File: config.mk
export PLATFORM = sky130hd
export DESIGN_NAME = rx_descr_s2p
export DESIGN_NICKNAME = d
export VERILOG_FILES = /design/src/rtl/rx_descr_s2p.sv
export SDC_FILE = /design/constraint.sdc
export NUM_CORES = 1
export LEC_CHECK = 0
export CORE_UTILIZATION = 25
export DETAILED_ROUTE_END_ITERATION = 10
export HOLD_SLACK_MARGIN = 0.1
export PLACE_DENSITY = 0.5
export SYNTH_ARGS = -nofsm -noshare
export SYNTH_HDL_FRONTEND = slang
export SYNTH_SLANG_ARGS = --single-unit
File: constraint.sdc
create_clock -name clk155 -period 4.4 [get_ports clk155]
set_clock_uncertainty 0.2 [all_clocks]
set_input_delay 0.88 -clock clk155 [delete_from_list [all_inputs] [get_ports clk155]]
set_output_delay 0.88 -clock clk155 [all_outputs]
set_load 0.05 [all_outputs]
File: src/rtl/rx_descr_s2p.sv
// STM-1 receive descrambler (1+x^6+x^7) and serial-to-parallel converter with row/column tracking.
// Optional RX_S2P_FLYWHEEL_EN: counter-driven unscrambled window, off-position starts ignored, loss after 3 missed frames.
module rx_descr_s2p #(
  parameter int MAXROW = 9,
  parameter int MAXCOL = 270,
  parameter int UNSCR  = 72
) (
  input  logic       clk155,
  input  logic       rst,
  input  logic       sdi,
  input  logic       sce,
  output logic [7:0] dout,
  output logic       dval,
  output logic       fs,
  output logic [3:0] row,
  output logic [8:0] col,
  output logic       aligned,
  output logic       realign
);

  logic       sce_q;
  logic [6:0] lfsr;
  logic [6:0] lfsr_nxt;
  logic [6:0] shreg;
  logic [2:0] bit_cnt;
  logic [3:0] pos_row;
  logic [8:0] pos_col;

  logic       start_ev;
  logic       at_exp;
  logic       start_acc;
  logic       unscr;
  logic       dbit;
  logic [2:0] eff_bit;
  logic [2:0] bit_nxt;
  logic [3:0] eff_row;
  logic [3:0] row_nxt;
  logic [8:0] eff_col;
  logic [8:0] col_nxt;

  if (UNSCR > MAXCOL * 8 || MAXROW > 16 || MAXCOL > 512) begin : g_bad_cfg
    $error("rx_descr_s2p: frame geometry does not fit the position counters");
  end

  // The falling edge of the aligner's scrambler enable marks the MSB of the first A1.
  assign start_ev = sce_q & ~sce;
  assign at_exp   = (bit_cnt == 3'd7) && (pos_row == '0) && (pos_col == '0);

`ifdef RX_S2P_FLYWHEEL_EN
  logic [1:0]  miss_cnt;
  logic        lost;
  logic [11:0] frame_bit;

  assign frame_bit = {eff_col, 3'b000} + {9'd0, ~eff_bit};
  assign start_acc = start_ev & (~aligned | at_exp);
  assign unscr     = aligned ? ((eff_row == '0) && (frame_bit < 12'(UNSCR))) : ~sce;
`else
  assign start_acc = start_ev;
  assign unscr     = ~sce;
`endif

  // NOTE: every signal written here gets a default first, so no path leaves it unassigned and no latch is inferred.
  always_comb begin
    eff_bit = bit_cnt;
    eff_row = pos_row;
    eff_col = pos_col;
    if (start_acc) begin
      eff_bit = 3'd7;
      eff_row = '0;
      eff_col = '0;
    end
    bit_nxt = eff_bit - 3'd1;
    row_nxt = eff_row;
    col_nxt = eff_col;
    if (eff_bit == 3'd0) begin
      if (eff_col == 9'(MAXCOL - 1)) begin
        col_nxt = '0;
        row_nxt = (eff_row == 4'(MAXROW - 1)) ? '0 : eff_row + 4'd1;
      end else begin
        col_nxt = eff_col + 9'd1;
      end
    end
  end

  always_comb begin
    dbit     = sdi;
    lfsr_nxt = 7'h7F;
    if (!unscr) begin
      dbit     = sdi ^ lfsr[6];
      lfsr_nxt = {lfsr[5:0], lfsr[6] ^ lfsr[5]};
    end
  end

  // NOTE: clocked state uses non-blocking assignments so every register samples pre-edge values.
  always_ff @(posedge clk155 or negedge rst) begin
    if (!rst) begin
      sce_q   <= 1'b1;
      lfsr    <= 7'h7F;
      shreg   <= '0;
      bit_cnt <= 3'd7;
      pos_row <= '0;
      pos_col <= '0;
      dout    <= '0;
      dval    <= 1'b0;
      fs      <= 1'b0;
      row     <= '0;
      col     <= '0;
    end else begin
      sce_q   <= sce;
      lfsr    <= lfsr_nxt;
      shreg   <= {shreg[5:0], dbit};
      bit_cnt <= bit_nxt;
      pos_row <= row_nxt;
      pos_col <= col_nxt;
      if (aligned && eff_bit == 3'd0) begin
        dval <= 1'b1;
        dout <= {shreg, dbit};
        row  <= eff_row;
        col  <= eff_col;
        fs   <= (eff_row == '0) && (eff_col == '0);
      end else begin
        dval <= 1'b0;
      end
    end
  end

`ifdef RX_S2P_FLYWHEEL_EN
  // Alignment is lost only after three consecutive expected frame starts pass without a start event.
  always_ff @(posedge clk155 or negedge rst) begin
    if (!rst) begin
      aligned  <= 1'b0;
      realign  <= 1'b0;
      miss_cnt <= '0;
      lost     <= 1'b0;
    end else begin
      realign <= start_acc & lost;
      if (start_acc) begin
        aligned  <= 1'b1;
        miss_cnt <= '0;
        lost     <= 1'b0;
      end else if (aligned && at_exp) begin
        if (miss_cnt == 2'd2) begin
          aligned  <= 1'b0;
          miss_cnt <= '0;
          lost     <= 1'b1;
        end else begin
          miss_cnt <= miss_cnt + 2'd1;
        end
      end
    end
  end
`else
  always_ff @(posedge clk155 or negedge rst) begin
    if (!rst) begin
      aligned <= 1'b0;
      realign <= 1'b0;
    end else begin
      realign <= start_acc & aligned & ~at_exp;
      aligned <= aligned | start_acc;
    end
  end
`endif

endmodule

==> metrics, run 1 <==
Worst path slowest cell clkdlybuf4s50_1; CP Class input port to flop; Worst-Margin Slew 992 ps; Routed Antenna Nets 0; vias per cell between 4 and 5; worst hold endpoint shreg[2]$_DFF_PN0_; GP Congestion 0.834; Congestion Overflow GR 0; final wirelength 4.50 mm; Die Footprint ~0.0095 mm²; Mapped Cells ~210; Synthesized Nets between 200 and 250; average routed wire per standard cell 12.7 µm; Ant. Diodes 0; vias in the first global route 1594; Mapped Area 0.00228 mm²; WHS Path Cells 0; Final Hold Fails 0; final net count 250; CTS Root Buffer Type clkbuf_8; CP Depth 9; # rows 34; cells along the critical path clkdlybuf4s50_1 > nor2b_1 > buf_4 > nor2_1 > ha_1 > and4b_1 > nand2_2 > or4_4 > a21oi_2; Slew Viols, Final 0; Crit. End Element flop; fin cells 353; Ys Warns 0; Netlist cell types 40; clock slew at reported path FFs 110 ps; Worst-Skew Late Latency 310 ps; Port-buffer cells 28; Critical R2R Capture pos_col[8]$_DFF_PN0_; post-CTS setup buffer count 0; Hold WC Path Type flop to flop; Die H 97.5 µm; cell family with most CP delay simple AND/OR/NAND/NOR gates; most frequent cells in the layout nand2_1, dfrtp_1, clkdlybuf4s50_1; Peak Freq 306 MHz; Worst path max stage delay roughly 670 ps; DR iter-0 viols 63; Async S/R FF share, synth 1.00; Layout fillers 920; CTS tree done; crit start category input port; average cell area after synthesis 10.7 µm²; Synth Flop Type dfrtp_1; CP Max Fanout 13; RSZ-0062 raised after global routing no; r2r setup slk 1970 ps; core box area a little under 0.009 mm²; MaxCap Viol Count 0; DRC 0; layout cells sized above 1 0.163; Final min period 3270 ps; worst min-delay path startpoint shreg[1]$_DFF_PN0_; commonest non-fill, non-tap cell in the layout nand2_1; LEAKAGE 1.22 nW; H-tree Lvls 2; die width 97.5 µm; initial core utilization 0.260; number of synthesized flops with an enable pin 0; final period utilization 0.742; CP Data Arrival Time 3320 ps; Final TNS setup 0 ps; initial antenna violation count 0; number of synthesized register bits 56; Worst EP required around 4500 ps; final number of setup-violating endpoints 0; P&R area growth vs syn 21.7%; I/O pin cnt 29; largest net degree at the start of global routing 46; CP bufs+invs 2; post_cts resized 0; DR pass1 iterations 4; clk sinks 56; vias after detailed routing 1530; Max Buffers Root-to-Sink 2; Seq/Total Area, Yosys 0.621; hold_buf cts 0; post-DP HPWL approximately 3 mm; CTS Buf Count 5; GR Util All Layers 0.103; RR Startpoint sce_q$_DFF_PN1_; Relative slew margins 0.339; outcome completed; R2R depth 8; power per cell area 470 mW/mm²; Placed Instances 345; first-pass GRT wire length 7.85 mm; VDD IR max 151 µV
## sequential cells by signal, summed over array words and instances, names as in the netlist
signal	flops
shreg	7
row	4
dout	8
pos_row	4
pos_col	9
realign	1
aligned	1
dval	1
sce_q	1
col	9
fs	1
lfsr	7
bit_cnt	3
## through the flow
| stage | util | hold slack, ps | worst slack, ps | power (mW) | area [µm²] |
|---|---|---|---|---|---|
| 3_5_place_dp | 0.306 | 160 | 803 | 1.03 | 2680 |
| 4_1_cts | 0.316 | 185 | 1130 | 1.33 | 2770 |
| 2_1_floorplan | - | 154 | 1640 | 0.890 | 2280 |
| 5_1_grt | 0.316 | 195 | 972 | 1.38 | 2770 |
| 3_3_place_gp | 0.306 | 158 | 884 | 1.03 | 2680 |
| 6_report | 0.316 | 176 | 1130 | 1.30 | 2770 |
## per-layer routing
layer | GRT usage | up-vias | wire length (µm)
li1 | - | 754 | -
met5 | 0 | - | 0
met1 | 0.140 | 743 | 2220
met4 | 0.0305 | 0 | 44
met3 | 0.0259 | 5 | 188
met2 | 0.162 | 28 | 2050
## synth_stat cells, types with 3 or more instances
cell      instances  area (µm²)
nor2_1           12        45.0
a21oi_1           6        30.0
nand2b_1          8        50.1
dfstp_2          11         289
nand4_1           4        25.0
buf_2             3        15.0
nor2_2            4        25.0
xor2_1            4        35.0
nand2_1          57         214
xnor2_1           7        61.3
dfrtp_1          45        1130
clkbuf_1          3        11.3
nand3_1          13        65.1
## cell families after synthesis
| logic type | count (synthesis) | synth area share |
|---|---|---|
| mux | 1 | 0.00439 |
| fa+ha+maj | 2 | 0.0110 |
| simple gates | 116 | 0.253 |
| buf+inv | 12 | 0.0247 |
| flops | 56 | 0.621 |
| xor+xnor | 11 | 0.0423 |
| compound gates | 15 | 0.0439 |
## worst max-delay path by stage
stage | slack (ps) | startpoint | endpoint
floorplan | 1640 | sce | pos_col[8]$_DFF_PN0_
global placement | 880 | sce | pos_col[8]$_DFF_PN0_
detailed placement | 800 | sce | pos_col[8]$_DFF_PN0_
CTS | 1130 | sce | pos_col[8]$_DFF_PN0_
global route | 970 | sce | col[2]$_DFFE_PN0P_
finish | 1130 | sce | pos_col[8]$_DFF_PN0_
## where the power goes
| group | total [mW] | switching, mW | internal, mW |
|---|---|---|---|
| Sequential | 0.636 | 0.0440 | 0.592 |
| Combinational | 0.378 | 0.255 | 0.123 |
| Clock | 0.291 | 0.176 | 0.115 |
## cell type report
type,count,area (µm²),share of cell area
multi-input combinational,145,807,0.291
tap,108,135,0.0487
clock inverter,3,22.5,0.00812
sequential,56,1420,0.510
timing repair buffer,33,313,0.113
clock buffer,5,68.8,0.0248
inverter,3,11.3,0.00406
(Power assumes the default switching activity.)
==> run 2, diff against run 1 <==
--- a/config.mk
+++ b/config.mk
@@ -8,7 +8,7 @@
 export CORE_UTILIZATION = 25
 export DETAILED_ROUTE_END_ITERATION = 10
 export HOLD_SLACK_MARGIN = 0.1
-export PLACE_DENSITY = 0.5
+export PLACE_DENSITY = 0.52
 export SYNTH_ARGS = -nofsm -noshare
 export SYNTH_HDL_FRONTEND = slang
 export SYNTH_SLANG_ARGS = --single-unit
==> constraint.sdc (replaced) <==
create_clock -name clk155 -period 3 [get_ports clk155]
set_clock_uncertainty 0.2 [all_clocks]
set_input_delay 0.6 -clock clk155 [delete_from_list [all_inputs] [get_ports clk155]]
set_output_delay 0.6 -clock clk155 [all_outputs]
set_load 0.05 [all_outputs]
==> run 2 against run 1 <==
Against the previous run: sequential cell count did not move; worst setup slack got worse by 650 ps; power grew 46%; register-to-register slack got worse by 1200 ps; non-clock buffer count is 5 higher; clock power grew 40%; critical path depth down 1.
==> metrics, run 2 (synthesized netlist as in run 1, its figures left out) <==
Worst path slowest cell or4_4; vias after detailed routing 1560; Final min period 2520 ps; clock slew at reported path FFs 100 ps; post_cts resized 0; Die H 97.5 µm; WL met2 2.12 mm; final period utilization 0.840; Worst path max stage delay 570 ps; # rows 34; DRC 0; I/O pin cnt 29; final wirelength 4.60 mm; Worst-Skew Late Latency around 300 ps; MaxCap Viol Count 0; P&R area growth vs syn 23.1%; Die Footprint 0.00950 mm²; Final TNS setup 0 ps; core box area 0.00876 mm²; outcome completed; crit start category input port; vias per cell 4.36; Worst EP required between 3000 and 4000 ps; Crit. End Element flop; Relative slew margins 0.380; R2R depth 7; initial antenna violation count 0; Max Used Layer met4; CTS tree done; GP Congestion 0.769; largest net degree at the start of global routing 43; cells along the critical path clkdlybuf4s50_1 > nor2b_1 > nor2_1 > ha_1 > nand4b_1 > or4_4 > nand2_4 > nor2_2; Final Hold Fails 0; CTS Root Buffer Type clkbuf_8; DR pass1 iterations 5; Congestion Overflow GR 0; worst slack at placement 141 ps; GR Util All Layers 0.104; average routed wire per standard cell 12.8 µm; CP Data Arrival Time between 2000 and 3000 ps; Placed Instances 350; CP Class input port to flop; worst setup margin 480 ps; biggest regs col: 9 flops, pos_col: 9 flops, dout: 8 flops; H-tree Lvls 2; Port-buffer cells 28; power per cell area just under 700 mW/mm²; layout cells sized above 1 0.172; Ant. Diodes 0; Worst-Margin Slew slightly above 900 ps; M1 WL 2.25 mm; most frequent cells in the layout nand2_1, dfrtp_1, clkdlybuf4s50_1; Hold WC Path Type flop to flop; die width 97.5 µm; first-pass GRT wire length 7.88 mm; final number of setup-violating endpoints 0; Peak Freq around 400 MHz; Slew Viols, Final 0; total chip power ~1.9 mW; WHS Path Cells 0; worst hold margin 180 ps; DR iter-0 viols 34; VDD IR max 201 µV; clk sinks between 50 and 60; post-CTS setup buffer count 0; post-DP HPWL around 3.1 mm; Routed Antenna Nets 0; LEAKAGE 1.24 nW; hold_buf cts 0; CP Max Fanout 5; commonest non-fill, non-tap cell in the layout nand2_1; final net count 255; initial core utilization 0.260; RSZ-0062 raised after global routing no; vias in the first global route 1576; fin cells 358; CTS Buf Count 5; met3 wire length 173 µm; Max Buffers Root-to-Sink 2
run 2: changes by cell type in the layout (fill, tap and decap cells not counted), sizes merged:
cell    change
buf         +5
clkbuf      +2
clkinv      -1
inv         -1
run 2: worst max-delay path: cells and delay by family:
kind / cells / cell delay, ps
fa+ha+maj: 1 / 230
buf+inv: 1 / 480
simple gates: 6 / 1220
run 2: layout make-up:
type	instances	area (µm²)
multi-input cells	145	807
repair buffers	38	350
flip-flops and latches	56	1420
inverters	3	11.3
well taps	108	135
fillers	934	5960
clock inverters	1	8.76
clock buffers	7	76.3
run 2: per-stage QoR:
stage | instance area (µm²) | utilization
5_1_grt | 2800 | 0.320
6_report | 2800 | 0.320
2_1_floorplan | 2280 | -
3_3_place_gp | 2720 | 0.310
4_1_cts | 2800 | 0.320
3_5_place_dp | 2720 | 0.310
run 2: worst paths after layout:
| path | endpoint | start | slack, ps |
|---|---|---|---|
| setup reg to reg | pos_col[2]$_DFF_PN0_ | sce_q$_DFF_PN1_ | 810 |
| setup / recovery | pos_col[2]$_DFF_PN0_ | sce | 480 |
| hold reg to reg | shreg[2]$_DFF_PN0_ | shreg[1]$_DFF_PN0_ | 180 |
| hold / removal | shreg[2]$_DFF_PN0_ | shreg[1]$_DFF_PN0_ | 180 |
| max in group asynchronous | shreg[4]$_DFF_PN0_ | rst | 1680 |
| min in group asynchronous | col[3]$_DFFE_PN0P_ | rst | 220 |
run 2: per-layer routing:
| layer | vias up | GRT usage |
|---|---|---|
| met5 | - | 0 |
| li1 | 770 | - |
| met4 | 0 | 0.0271 |
| met3 | 6 | 0.0230 |
| met1 | 754 | 0.138 |
| met2 | 30 | 0.171 |
run 2: report_power, final:
| part | total, mW | internal, mW | switching (mW) |
|---|---|---|---|
| logic | 0.560 | 0.185 | 0.375 |
| clock network | 0.406 | 0.168 | 0.238 |
| registers | 0.933 | 0.869 | 0.0644 |
==> run 3, diff against run 2 <==
--- a/config.mk
+++ b/config.mk
@@ -8,7 +8,7 @@
 export CORE_UTILIZATION = 25
 export DETAILED_ROUTE_END_ITERATION = 10
 export HOLD_SLACK_MARGIN = 0.1
-export PLACE_DENSITY = 0.52
+export PLACE_DENSITY = 0.5
 export SYNTH_ARGS = -nofsm -noshare
 export SYNTH_HDL_FRONTEND = slang
 export SYNTH_SLANG_ARGS = --single-unit
==> constraint.sdc (replaced) <==
create_clock -name clk155 -period 2.35 [get_ports clk155]
set_clock_uncertainty 0.2 [all_clocks]
set_input_delay 0.47 -clock clk155 [delete_from_list [all_inputs] [get_ports clk155]]
set_output_delay 0.47 -clock clk155 [all_outputs]
set_load 0.05 [all_outputs]
==> run 3 against run 2 <==
Against the previous run: via count is 3.9% higher; first-iteration DRC count increased by 85%; routed wire length decreased by 0.28%.
==> metrics, run 3 (synthesized netlist as in run 1, its figures left out) <==
outcome completed; GR Util All Layers 0.104; Max Buffers Root-to-Sink 2; # rows 34; Worst path max stage delay roughly 830 ps; most frequent cells in the layout nand2_1, dfrtp_1, clkdlybuf4s50_1; cell family with most CP delay buffers and inverters; Final min period 2200 ps; layout cells sized above 1 0.228; clk sinks 56; MaxCap Viol Count 0; final period utilization 0.935; cells along the critical path clkdlybuf4s50_1; final net count approximately 270; total chip power 2.63 mW; core box area 0.00876 mm²; Crit. End Element primary output; P&R area growth vs syn 31.7%; Die H about 97 µm; Hold WC Path Type flop to flop; RSZ-0062 raised after global routing no; Ant. Diodes 0; final wirelength 4.59 mm; fin cells about 370; vias per cell 4.37; average routed wire per standard cell 12.4 µm; initial core utilization 0.260; first-pass GRT wire length roughly 8.0 mm; CP bufs+invs 1; Peak Freq 455 MHz; Final TNS setup 0 ps; Routed Antenna Nets 0; Worst EP required 1680 ps; Die Footprint 0.00950 mm²; post-DP HPWL 3.27 mm; largest net degree at the start of global routing 38; I/O pin cnt 29; final number of setup-violating endpoints 0; DR iter-0 viols between 60 and 70; Worst-Skew Late Latency 310 ps; Final Instance Area between 0.003 and 0.004 mm²; WHS Path Cells 0; DRC 0; GP Congestion between 0.8 and 0.9; R2R depth 9; Congestion Overflow GR 0; crit start category flop; LEAKAGE between 1 and 1.5 nW; CP Class flop to primary output; die width 97.5 µm; CP Data Arrival Time 1530 ps; r2r setup slk 170 ps; vias in the first global route 1614; cell area after placement 0.00282 mm²; CTS Root Buffer Type clkbuf_8; biggest regs col: 9 flops, pos_col: 9 flops, dout: 8 flops; Worst path slowest cell clkdlybuf4s50_1; Worst-Margin Slew 508 ps; power per cell area 875 mW/mm²; Placed Instances 360; Slew Viols, Final 0; VDD IR max 274 µV; DR pass1 iterations 4; commonest non-fill, non-tap cell in the layout nand2_1; initial antenna violation count 0; CP Max Fanout 4; vias after detailed routing 1621; Final Hold Fails 0; CTS Buf Count 5; Relative slew margins 0.660; Port-buffer cells 28; CTS tree done; H-tree Lvls 2; CP Depth 1; clock slew at reported path FFs 100 ps
## run 3: cell count changes in the layout (fill, tap and decap cells not counted), moves of 2 or more
cell and change:
buf_4 +10, buf_12 +2, nor2_2 +2, nor2_1 -2
## run 3: stage by stage
stage	utilization	hold WS, ps	worst slack, ps
after floorplan	-	-25.6	3.24
after global placement	0.322	159	-260
after CTS	0.337	184	33.7
after global routing	0.343	202	89.1
after detailed placement	0.322	160	-294
final	0.343	179	153
## run 3: repair_timing
action,4_1_cts,5_1_grt
resized for setup,0,7
endpoints found under the setup margin,0,17
hold endpoints to repair,16,0
buffers inserted,0,2
hold buffers,1,0
## run 3: power by group
part | total (mW) | switching, mW | internal (mW)
clock | 0.682 | 0.299 | 0.383
sequential | 1.19 | 0.0831 | 1.11
combinational | 0.752 | 0.487 | 0.265
## run 3: area by class of cell
class	count	area [µm²]
fillers	923	5760
flip-flops and latches	56	1420
multi-input cells	145	835
repair buffers	51	478
well taps	108	135
clock buffers	7	97.6
clock inverters	1	30.0
inverters	3	11.3
## run 3: layer usage
layer / global-route usage / wire (µm)
met4: 0.0339 / 51
met2: 0.157 / 2130
met5: 0 / 0
met3: 0.0237 / 149
met1: 0.146 / 2250
## run 3: worst paths after layout
kind	start	endpoint
worst max-delay path	aligned$_DFF_PN0_	aligned
worst min-delay path	shreg[1]$_DFF_PN0_	shreg[2]$_DFF_PN0_
worst max register to register	sce_q$_DFF_PN1_	pos_col[7]$_DFF_PN0_
worst min register to register	shreg[1]$_DFF_PN0_	shreg[2]$_DFF_PN0_
max in group asynchronous	rst	bit_cnt[2]$_DFF_PN1_
min in group asynchronous	rst	pos_col[5]$_DFF_PN0_
